==> src/rtl/alu_seq_pkg.sv <==
// Opcode encodings, FSM state type and opcode classification shared by alu_seq.
// ALU_SEQ_MULDIV_EN adds the BUSY state used by the iterative multiply/divide path.
package alu_seq_pkg;

   localparam int unsigned OP_W = 4;

   localparam logic [OP_W-1:0] OP_ADD   = 4'b0000;
   localparam logic [OP_W-1:0] OP_SUB   = 4'b0001;
   localparam logic [OP_W-1:0] OP_AND   = 4'b0010;
   localparam logic [OP_W-1:0] OP_OR    = 4'b0011;
   localparam logic [OP_W-1:0] OP_SLL   = 4'b0100;
   localparam logic [OP_W-1:0] OP_SRL   = 4'b0101;
   localparam logic [OP_W-1:0] OP_SRA   = 4'b0110;
   localparam logic [OP_W-1:0] OP_XOR   = 4'b0111;
   localparam logic [OP_W-1:0] OP_SLT   = 4'b1000;
   localparam logic [OP_W-1:0] OP_SLTU  = 4'b1001;
   localparam logic [OP_W-1:0] OP_MUL   = 4'b1010;
   localparam logic [OP_W-1:0] OP_MULHU = 4'b1011;
   localparam logic [OP_W-1:0] OP_DIV   = 4'b1100;
   localparam logic [OP_W-1:0] OP_DIVU  = 4'b1101;
   localparam logic [OP_W-1:0] OP_REM   = 4'b1110;
   localparam logic [OP_W-1:0] OP_REMU  = 4'b1111;

`ifdef ALU_SEQ_MULDIV_EN
   typedef enum logic [1:0] {IDLE = 2'd0, BUSY = 2'd1, DONE = 2'd2} state_t;
`else
   typedef enum logic [1:0] {IDLE = 2'd0, DONE = 2'd2} state_t;
`endif

   // Opcodes 1010..1111 belong to the multi-cycle multiply/divide class.
   function automatic logic is_muldiv(input logic [OP_W-1:0] op);
      return op[3] && (op[2] || op[1]);
   endfunction

endpackage

==> src/rtl/alu_muldiv_seq.sv <==
// Radix-2 iterative multiply/divide unit: one bit per cycle, XLEN iterations after start.
// done and result are combinational on the final iteration so the caller can register them.
module alu_muldiv_seq
   import alu_seq_pkg::*;
#(
   parameter int unsigned XLEN = 32
) (
   input  logic            clk,
   input  logic            rst,
   input  logic            flush,
   input  logic            start,
   input  logic [OP_W-1:0] op,
   input  logic [XLEN-1:0] a,
   input  logic [XLEN-1:0] b,
   output logic            done,
   output logic [XLEN-1:0] result
);

   localparam int unsigned CNT_W = $clog2(XLEN);

   logic             r_busy;
   logic [CNT_W-1:0] r_cnt;
   logic [XLEN-1:0]  r_hi;
   logic [XLEN-1:0]  r_lo;
   logic [XLEN-1:0]  r_opd;
   logic [OP_W-1:0]  r_op;
   logic             r_negq;
   logic             r_negr;

   logic            w_is_div;
   logic            w_sgn;
   logic            w_a_neg;
   logic            w_b_neg;
   logic [XLEN-1:0] w_a_mag;
   logic [XLEN-1:0] w_b_mag;
   logic [XLEN:0]   w_sum;
   logic [XLEN:0]   w_rsh;
   logic [XLEN+1:0] w_diff;
   logic            w_qbit;
   logic [XLEN-1:0] w_hi_n;
   logic [XLEN-1:0] w_lo_n;

   // Signed divide works on magnitudes; signs are restored on the way out.
   assign w_is_div = op[2];
   assign w_sgn    = w_is_div && !op[0];
   assign w_a_neg  = w_sgn && a[XLEN-1];
   assign w_b_neg  = w_sgn && b[XLEN-1];
   assign w_a_mag  = w_a_neg ? -a : a;
   assign w_b_mag  = w_b_neg ? -b : b;

   // Shift-add multiply: {hi,lo} accumulates product, lo starts as multiplier.
   assign w_sum  = {1'b0, r_hi} + (r_lo[0] ? {1'b0, r_opd} : {(XLEN+1){1'b0}});
   // Restoring divide: hi is partial remainder, lo shifts dividend out and quotient in.
   assign w_rsh  = {r_hi, r_lo[XLEN-1]};
   assign w_diff = {1'b0, w_rsh} - {2'b00, r_opd};
   assign w_qbit = !w_diff[XLEN+1];

   always_comb begin
      w_hi_n = w_sum[XLEN:1];
      w_lo_n = {w_sum[0], r_lo[XLEN-1:1]};
      if (r_op[2]) begin
         w_hi_n = w_qbit ? w_diff[XLEN-1:0] : w_rsh[XLEN-1:0];
         w_lo_n = {r_lo[XLEN-2:0], w_qbit};
      end
   end

   assign done = r_busy && (r_cnt == CNT_W'(XLEN - 1));

   always_comb begin
      result = '0;
      case (r_op)
         OP_MUL:   result = w_lo_n;
         OP_MULHU: result = w_hi_n;
         OP_DIV:   result = r_negq ? -w_lo_n : w_lo_n;
         OP_DIVU:  result = w_lo_n;
         OP_REM:   result = r_negr ? -w_hi_n : w_hi_n;
         OP_REMU:  result = w_hi_n;
         default:  result = '0;
      endcase
   end

   always_ff @(posedge clk or posedge rst) begin
      if (rst) begin
         r_busy <= 1'b0;
         r_cnt  <= '0;
         r_hi   <= '0;
         r_lo   <= '0;
         r_opd  <= '0;
         r_op   <= OP_MUL;
         r_negq <= 1'b0;
         r_negr <= 1'b0;
      end else if (flush) begin
         r_busy <= 1'b0;
         r_cnt  <= '0;
      end else if (start) begin
         r_busy <= 1'b1;
         r_cnt  <= '0;
         r_hi   <= '0;
         r_lo   <= w_is_div ? w_a_mag : b;
         r_opd  <= w_is_div ? w_b_mag : a;
         r_op   <= op;
         // Divide by zero keeps an unsigned all-ones quotient regardless of sign.
         r_negq <= (w_a_neg ^ w_b_neg) && (b != '0);
         r_negr <= w_a_neg;
      end else if (r_busy) begin
         r_hi  <= w_hi_n;
         r_lo  <= w_lo_n;
         r_cnt <= r_cnt + CNT_W'(1);
         if (done) begin
            r_busy <= 1'b0;
         end
      end
   end

endmodule

==> src/rtl/alu_seq.sv <==
// Sequential ALU with valid/ready handshakes: single-cycle ops plus optional
// iterative MUL/DIV class enabled by the ALU_SEQ_MULDIV_EN macro.
module alu_seq
   import alu_seq_pkg::*;
#(
   parameter int unsigned XLEN    = 32,
   parameter int unsigned SHAMT_W = $clog2(XLEN)
) (
   input  logic            clk,
   input  logic            rst,
   input  logic            in_valid,
   output logic            in_ready,
   input  logic [XLEN-1:0] a,
   input  logic [XLEN-1:0] b,
   input  logic [OP_W-1:0] alu_ctrl,
   input  logic            flush,
   output logic            out_valid,
   input  logic            out_ready,
   output logic [XLEN-1:0] y,
   output logic            zero,
   output logic            err
);

   state_t          r_state;
   logic            r_out_valid;
   logic [XLEN-1:0] r_y;
   logic            r_zero;
   logic            r_err;

   logic               w_accept;
   logic [SHAMT_W-1:0] w_shamt;
   logic [XLEN-1:0]    w_sc_y;
   logic               w_sc_err;

   assign in_ready  = (r_state == IDLE) || ((r_state == DONE) && out_ready);
   assign w_accept  = in_valid && in_ready;
   assign w_shamt   = b[SHAMT_W-1:0];
   assign out_valid = r_out_valid;
   assign y         = r_y;
   assign zero      = r_zero;
   assign err       = r_err;

   // Single-cycle datapath; anything not handled here is illegal or disabled.
   always_comb begin
      w_sc_y   = '0;
      w_sc_err = 1'b0;
      case (alu_ctrl)
         OP_ADD:  w_sc_y = a + b;
         OP_SUB:  w_sc_y = a - b;
         OP_AND:  w_sc_y = a & b;
         OP_OR:   w_sc_y = a | b;
         OP_SLL:  w_sc_y = a << w_shamt;
         OP_SRL:  w_sc_y = a >> w_shamt;
         OP_SRA:  w_sc_y = XLEN'($signed(a) >>> w_shamt);
         OP_XOR:  w_sc_y = a ^ b;
         OP_SLT:  w_sc_y = XLEN'($signed(a) < $signed(b));
         OP_SLTU: w_sc_y = XLEN'(a < b);
         default: w_sc_err = 1'b1;
      endcase
   end

`ifdef ALU_SEQ_MULDIV_EN
   logic            w_is_md;
   logic            w_md_start;
   logic            w_md_done;
   logic [XLEN-1:0] w_md_result;

   assign w_is_md    = is_muldiv(alu_ctrl);
   assign w_md_start = w_accept && w_is_md && !flush;

   alu_muldiv_seq #(
      .XLEN (XLEN)
   ) u_muldiv (
      .clk    (clk),
      .rst    (rst),
      .flush  (flush),
      .start  (w_md_start),
      .op     (alu_ctrl),
      .a      (a),
      .b      (b),
      .done   (w_md_done),
      .result (w_md_result)
   );
`endif

   // Control FSM; flush outranks any accept on the same edge.
   always_ff @(posedge clk or posedge rst) begin
      if (rst) begin
         r_state     <= IDLE;
         r_out_valid <= 1'b0;
         r_y         <= '0;
         r_zero      <= 1'b1;
         r_err       <= 1'b0;
      end else if (flush) begin
         r_state     <= IDLE;
         r_out_valid <= 1'b0;
      end else begin
         case (r_state)
            IDLE, DONE: begin
               if (w_accept) begin
`ifdef ALU_SEQ_MULDIV_EN
                  if (w_is_md) begin
                     r_state     <= BUSY;
                     r_out_valid <= 1'b0;
                  end else
`endif
                  begin
                     r_state     <= DONE;
                     r_out_valid <= 1'b1;
                     r_y         <= w_sc_y;
                     r_zero      <= (w_sc_y == '0);
                     r_err       <= w_sc_err;
                  end
               end else if ((r_state == DONE) && out_ready) begin
                  r_state     <= IDLE;
                  r_out_valid <= 1'b0;
               end
            end
`ifdef ALU_SEQ_MULDIV_EN
            BUSY: begin
               if (w_md_done) begin
                  r_state     <= DONE;
                  r_out_valid <= 1'b1;
                  r_y         <= w_md_result;
                  r_zero      <= (w_md_result == '0);
                  r_err       <= 1'b0;
               end
            end
`endif
            default: begin
               r_state     <= IDLE;
               r_out_valid <= 1'b0;
            end
         endcase
      end
   end

endmodule
==> config.mk <==
export PLATFORM = sky130hd
export DESIGN_NAME = alu_seq
export DESIGN_NICKNAME = d
export VERILOG_FILES = /design/src/rtl/alu_seq_pkg.sv /design/src/rtl/alu_muldiv_seq.sv /design/src/rtl/alu_seq.sv
export SDC_FILE = /design/constraint.sdc
export NUM_CORES = 1
export LEC_CHECK = 0
export CORE_ASPECT_RATIO = 1.75
export CORE_UTILIZATION = 60
export CTS_CLUSTER_DIAMETER = 30
export DETAILED_ROUTE_END_ITERATION = 16
export GPL_TIMING_DRIVEN = 0
export HOLD_SLACK_MARGIN = 0.08
export PLACE_DENSITY = 0.9
export SYNTH_ARGS = -nofsm -noshare
export SYNTH_HDL_FRONTEND = slang
export SYNTH_SLANG_ARGS = --single-unit
==> constraint.sdc <==
create_clock -name clk -period 4.4 [get_ports clk]
set_input_delay 0.66 -clock clk [delete_from_list [all_inputs] [get_ports clk]]
set_output_delay 0.66 -clock clk [all_outputs]
set_load 0.1 [all_outputs]
==> impl.org, run 1 <==
** Placed design
- The congestion estimate from routability-driven global placement came to 1.51.
- Worst setup slack before clock tree synthesis :: -2080 ps
- Post-detailed-placement half-perimeter wirelength :: 44,900 µm
- Number of port buffers :: 108

** Clock network
- TritonCTS buffer count :: 5
- The clock passes through at most 2 buffers.
- Clock tree synthesis selected as its root buffer the cell sky130_fd_sc_hd__clkbuf_16.
- The clock drives 35 sinks.
- CTS H-tree depth :: 2

** Synthesis
- The Yosys step of the flow raised 0 warnings.
- The cell area that synthesis handed to floorplanning was 11,700 µm².
- Dividing the synthesized area by the synthesized cell count gives roughly 7.4 µm².
- Post-synth top area cell :: sky130_fd_sc_hd__ha_1
- The share of the Yosys chip area taken by registers is 7.52%.
- Counting flops with an async set or reset pin after synthesis yields a share of 100%.
- In this run, synthesis inferred 0 flip-flops with an integrated enable.
- Post-synthesis compound-gate area fraction :: 29.4%
- Simple-gate share of the synthesized area :: 21.8%
- Post-synthesis share of cell area spent on xor and xnor gates :: around 1.4%
- Count of state elements after synthesis :: 35
- Top-count cell post-synth :: sky130_fd_sc_hd__nand2_1
- Library cells used by synthesis :: between 90 and 100
- Yosys attributes the largest share of cell area to sky130_fd_sc_hd__ha_1 (11%), sky130_fd_sc_hd__mux4_2 (9.3%), sky130_fd_sc_hd__dfrtp_1 (7.3%), sky130_fd_sc_hd__a21oi_1 (5.6%), sky130_fd_sc_hd__nand2_1 (5.5%).
- Synthesized-area fraction occupied by adder cells :: a little over a tenth
- Most frequently used flop master after synthesis :: sky130_fd_sc_hd__dfrtp_1
- In this run the biggest area consumer among cell types represents 10.5% of the synthesized area.
- By area, the combinational part of the netlist is dominated by compound AO/OA/AOI/OAI gates.
- Counting every net in the synthesized netlist gives 1,759.
- Measured against the total synthesized area, the mux share comes to 19.6%.
- Most frequent cells after synthesis :: sky130_fd_sc_hd__nand2_1 (172), sky130_fd_sc_hd__nor2_1 (146), sky130_fd_sc_hd__a21oi_1 (130), sky130_fd_sc_hd__o21ai_0 (115), sky130_fd_sc_hd__ha_1 (98)
- Synthesis handed over a netlist of between 1.5k and 2k instances.

** Status
- Run status :: aborted with a tool error
- First logged error message :: [ERROR GRT-0116] Global routing finished with congestion. Check the congestion regions in the DRC Viewer.
- Stage at which the run stopped :: global routing

** Floorplanning
- The initial utilization of the core area, before any placement, comes to between 60% and 70%.
- The die is 186 µm tall.
- In this run the count of I/O pins placed on the die edge is 109.
- Floorplan row count :: 67
- The die is 107 µm wide.

** Global routing
- Global routing finished with a remaining overflow of 357.
- Global routing consumed, over all layers together, 72.3% of the routing resources.
- The number of global-route vias before repair is approximately 17k.
- Entering global routing, the biggest net connects 36 pins.
- The first global-routing pass estimated 112,000 µm of wire.
metal layers:
metal	overflow	track usage (%)
met5	2	20.4
met4	104	69.0
met3	11	55.3
met2	236	91.0
met1	4	72.2
per-stage QoR:
stage | hold slack (ps) | cells | instance area [µm²] | utilization (%)
after global placement | 459 | 1935 | 13200 | 69.1
after CTS | 481 | 1952 | 13800 | 72.4
after detailed placement | 469 | 1935 | 13200 | 69.1
after floorplan | 715 | 1586 | 11800 | -
cell families after synthesis:
kind of cell             after synthesis
AND/OR/NAND/NOR                      533
AO/OA/AOI/OAI                        515
buffers and inverters                232
multiplexers                         153
adder cells (fa/ha/maj)              100
flip-flops                            35
XOR/XNOR                              18
repair_timing:
item | in CTS
hold buffers | 0
pin swaps | 11
setup buffers | 11
setup endpoints to repair | 21
resized for setup | 148
==> inputs of run 2 (changes only) <==
- CORE_ASPECT_RATIO: 1.75 -> default
- CORE_UTILIZATION: 60 -> 40
- CTS_CLUSTER_DIAMETER: 30 -> default
- HOLD_SLACK_MARGIN: 0.08 -> default
- PLACE_DENSITY: 0.9 -> default
- PLACE_DENSITY_LB_ADDON: default -> 0.15
==> run 2 against run 1 <==
  * The flow now finishes, with violations (setup timing)
  * Synthesized area stayed put
  * Synthesized cell count stayed put
==> impl.org, run 2 <==
** Floorplanning
- The effective utilization at floorplan came to 40.6% (-20 points).
- Die width :: 173 µm (+61%)
- DIE AREA :: ~30,000 µm²
- The number of primary I/O pins was 109 (unchanged).
- Die Ht :: 173 µm (-7.3%)
- Floorplan row count :: 62 (-7.5%)
- After floorplanning, the core was sized to cover 28,700 µm².

** Finish
- The layout has 2,928 filler cells.
- Measured on the finished design, the core utilization comes to 50.9%.
- At the end of the flow, the number of nets in the layout was between 1.5k and 2k.
- Area Overhead vs Synth :: 25.3%
- Of the cells placed in the final design, the portion with a size suffix greater than 1 is 21.0%.
- The register with the most flip-flops in the layout has 32 of them.
- The library cell used most frequently in the layout, excluding fill and tap cells, is sky130_fd_sc_hd__nand2_1.
- The count of cells in the finished layout, fillers not included, comes to 2,116.
- In the layout the commonest cells are sky130_fd_sc_hd__nand2_1 (169), sky130_fd_sc_hd__nor2_1 (141), sky130_fd_sc_hd__a21oi_1 (117), sky130_fd_sc_hd__o21ai_0 (102), sky130_fd_sc_hd__ha_1 (89).

** Placed design
- The total of buffers placed on input and output ports is 108 (unchanged).
- Post-detailed-placement half-perimeter wirelength :: 54,700 µm (+22%)
- The worst setup timing slack at the placement stage came to -2040 ps (+40.8 ps).
- Number of placed instances with taps included :: 2,079 (+7.4%)
- Placer Congestion :: 1.08 (-28%)

** Pwr
- Of the total power, combinational logic draws 75.7%.
- In this run the power density over the cells is 210 nW/µm².
- Flop pwr share :: 13.2%
- Part of the power in the clock network :: 11.2%
- Total power of the final layout :: 3.07 mW
- For this design the total switching power over the nets is approximately 1.7 mW.
- The worst-case IR drop observed on VDD is 0.130 mV.
- Sw Ratio :: 55.9%
- In this run the static leakage power is 6.01 nW.
- The internal portion of the total power is 1.35 mW.

** Global routing
- Number of global-route vias before repair :: about 14k
- Entering global routing, the biggest net connects 36 pins.
- Global-route wire length before repair :: 98,700 µm
- For this run the aggregate overflow at the end of global routing stands at 0.
- Initial antenna violation count :: 0
- Global routing consumed, over all layers together, 44.8% of the routing resources.

** Clock network
- TritonCTS built the clock tree.
- CTS placed an instance of sky130_fd_sc_hd__clkbuf_16 at the clock tree root.
- TritonCTS buffer count :: 5 (unchanged)
- The depth of the CTS H-tree came to 2 (unchanged).
- The clock sink count came to 35 (unchanged).
- Clock latency on the worst-skew pair, taken at its later pin, is 280 ps.
- Clock-pin slew was measured on the worst setup and hold paths at 50 ps.
- The maximum clock path buffer count was 2 (unchanged).

** Synthesis
- The proportion of register bits with asynchronous set or reset after synthesis is 100% (unchanged).
- Synthesized area divided by synthesized cell count :: 7.35 µm² (unchanged)
- Count of state elements after synthesis :: 35 (unchanged)
- In the synthesized netlist the dominant register cell turns out to be sky130_fd_sc_hd__dfrtp_1.
- Post-synthesis cell area :: 11,700 µm² (unchanged)
- The portion of synthesized cell area occupied by the leading cell type was 10.5% (unchanged).
- Post-synth top area cell :: sky130_fd_sc_hd__ha_1
- Among all cell types in the netlist, the one instantiated most often is sky130_fd_sc_hd__nand2_1.
- By count the netlist is led by sky130_fd_sc_hd__nand2_1 (172), sky130_fd_sc_hd__nor2_1 (146), sky130_fd_sc_hd__a21oi_1 (130), sky130_fd_sc_hd__o21ai_0 (115), sky130_fd_sc_hd__ha_1 (98).
- The count of flip-flops with a built-in enable after synthesis came to 0 (unchanged).
- The synthesized netlist cell count came to 1,586 (unchanged).
- The number of nets produced by synthesis came to 1,759 (unchanged).
- Sorting the synthesized cells by area gives the leading types as sky130_fd_sc_hd__ha_1 (11%), sky130_fd_sc_hd__mux4_2 (9.3%), sky130_fd_sc_hd__dfrtp_1 (7.3%), sky130_fd_sc_hd__a21oi_1 (5.6%), sky130_fd_sc_hd__nand2_1 (5.5%).
- The post-synthesis cell type count is 95 (unchanged).
- Sequential area share after synthesis :: 7.52% (unchanged)
- Count of synthesis-stage warnings from yosys :: 0 (unchanged)

** Critical path
- Critical path data required time :: 4580 ps
- CP Class :: in2reg
- Capturing element type of the critical path :: flip-flop
- Crit path max fanout :: 10
- STA classifies the critical path startpoint as a primary input.
- Data arrives at the worst endpoint at 4870 ps.

** STA
- Measured slew at the worst slew-check pin :: ~1200 ps
- Crit path setup slack, layout :: -281 ps
- The final number of max-transition violations was 0.
- The worst path in the final design needs a cycle of 4680 ps, including I/O delays and setup.
- RSZ-0062 raised after global routing :: yes
- After layout, the worst path uses 106% of the clock period.
- The final hold violation count is 0.
- For the final routed database, the setup TNS stands at -281 ps.
- Setup violations remaining at the end of the flow were counted as 1.
- Clock tree skew after final layout :: 2.39 ps
- Achievable Freq :: 214 MHz
- Measured against its own limit, the worst slew margin works out to 19.4%.

** Drt
- After detailed routing, the number of remaining DRC violations is 0.
- Final WL :: 68,900 µm
- Average vias per placed instance :: between 7 and 8
- The first routing iteration left 2,247 violations.
- Total vias in the final route :: about 15k
- In the final routed layout, each cell accounts on average for 32.5 µm.
- DRT Pass-1 Iters :: 6
- DRT antenna net count :: 0

** Flow run
- Maximum Capacitance Violations :: 0

** Hold path
- Min-Delay Path Class :: reg2reg

** Status
- The checks that failed: setup timing.
- The run finished, with violations left.
run 2: logic make-up after synthesis:
kind of cell               share of synthesized area (%)
buffers and inverters                               9.37
xor gates and xnor gates                            1.35
and+or+nand+nor                                     21.8
adders and majority gates                           10.9
muxes                                               19.6
DFF                                                 7.52
AOI/OAI and AO/OA                                   29.4
run 2: critical path: stages:
cell,delay (ps)
sky130_fd_sc_hd__clkdlybuf4s15_1,470
sky130_fd_sc_hd__clkbuf_2,380
sky130_fd_sc_hd__inv_1,90
sky130_fd_sc_hd__ha_1,340
sky130_fd_sc_hd__clkbuf_2,220
sky130_fd_sc_hd__a221oi_1,400
sky130_fd_sc_hd__o31ai_1,180
sky130_fd_sc_hd__a2111oi_4,260
sky130_fd_sc_hd__nand4_1,270
sky130_fd_sc_hd__or4_4,490
sky130_fd_sc_hd__nor4_4,260
sky130_fd_sc_hd__nand4_1,180
sky130_fd_sc_hd__or4_4,450
sky130_fd_sc_hd__o41ai_2,200
run 2: power by group through the flow:
stage	Clock [mW]	Combinational, mW	Sequential (mW)
final	0.343	2.32	0.404
after global routing	0.360	2.40	0.412
after CTS	0.348	2.18	0.404
after detailed placement	0	2.08	0.409
after global placement	0	2.08	0.406
after floorplan	0	1.00	0.795
run 2: repair_timing:
item | CTS | global route
pin swaps | 20 | 24
gates cloned | 0 | 0
setup endpoints to repair | 23 | 12
setup buffers | 10 | 23
resized for setup | 185 | 146
hold buffers | 0 | 0
run 2: stage by stage:
step | cell area, µm² | hold slack, ps
floorplan | 11800 | 715
global placement | 13400 | 459
detailed placement | 13400 | 462
CTS | 14100 | 475
global route | 14600 | 499
finish | 14600 | 470
run 2: layer usage:
layer,part of all wire [%],track usage [%],up-vias
li1,-,-,6241
met1,38,56.8,7139
met2,43,69.4,1220
met3,11,9.59,309
met4,7.7,27.6,0
met5,0,0,-
run 2: path summary, 6_finish.rpt:
check	startpoint	endpoint	slack [ps]	depth (start not counted)
worst max-delay path	a[17]	zero$_DFFE_PP1P_	-280	14
worst min-delay path	y[18]$_DFFE_PP0P_	y[18]$_DFFE_PP0P_	470	2
worst max register to register	out_valid$_DFFE_PP0P_	zero$_DFFE_PP1P_	610	11
worst min register to register	y[18]$_DFFE_PP0P_	y[18]$_DFFE_PP0P_	470	2
max in group asynchronous	rst	y[11]$_DFFE_PP0P_	3380	3
min in group asynchronous	rst	y[31]$_DFFE_PP0P_	610	2
run 2: layout make-up:
type / instances / area [µm²] / share of cell area, %
clock inverters: 1 / 5.00 / 0.0343
flip-flops and latches: 35 / 877 / 6.01
inverters: 92 / 377 / 2.58
repair buffers: 143 / 1340 / 9.14
multi-input cells: 1319 / 10300 / 70.9
clock buffers: 7 / 143 / 0.977
plain buffers: 134 / 1040 / 7.09
diodes: 1 / 2.50 / 0.0171
well taps: 384 / 480 / 3.29
No activity file was read; power rests on OpenSTA's default activity.
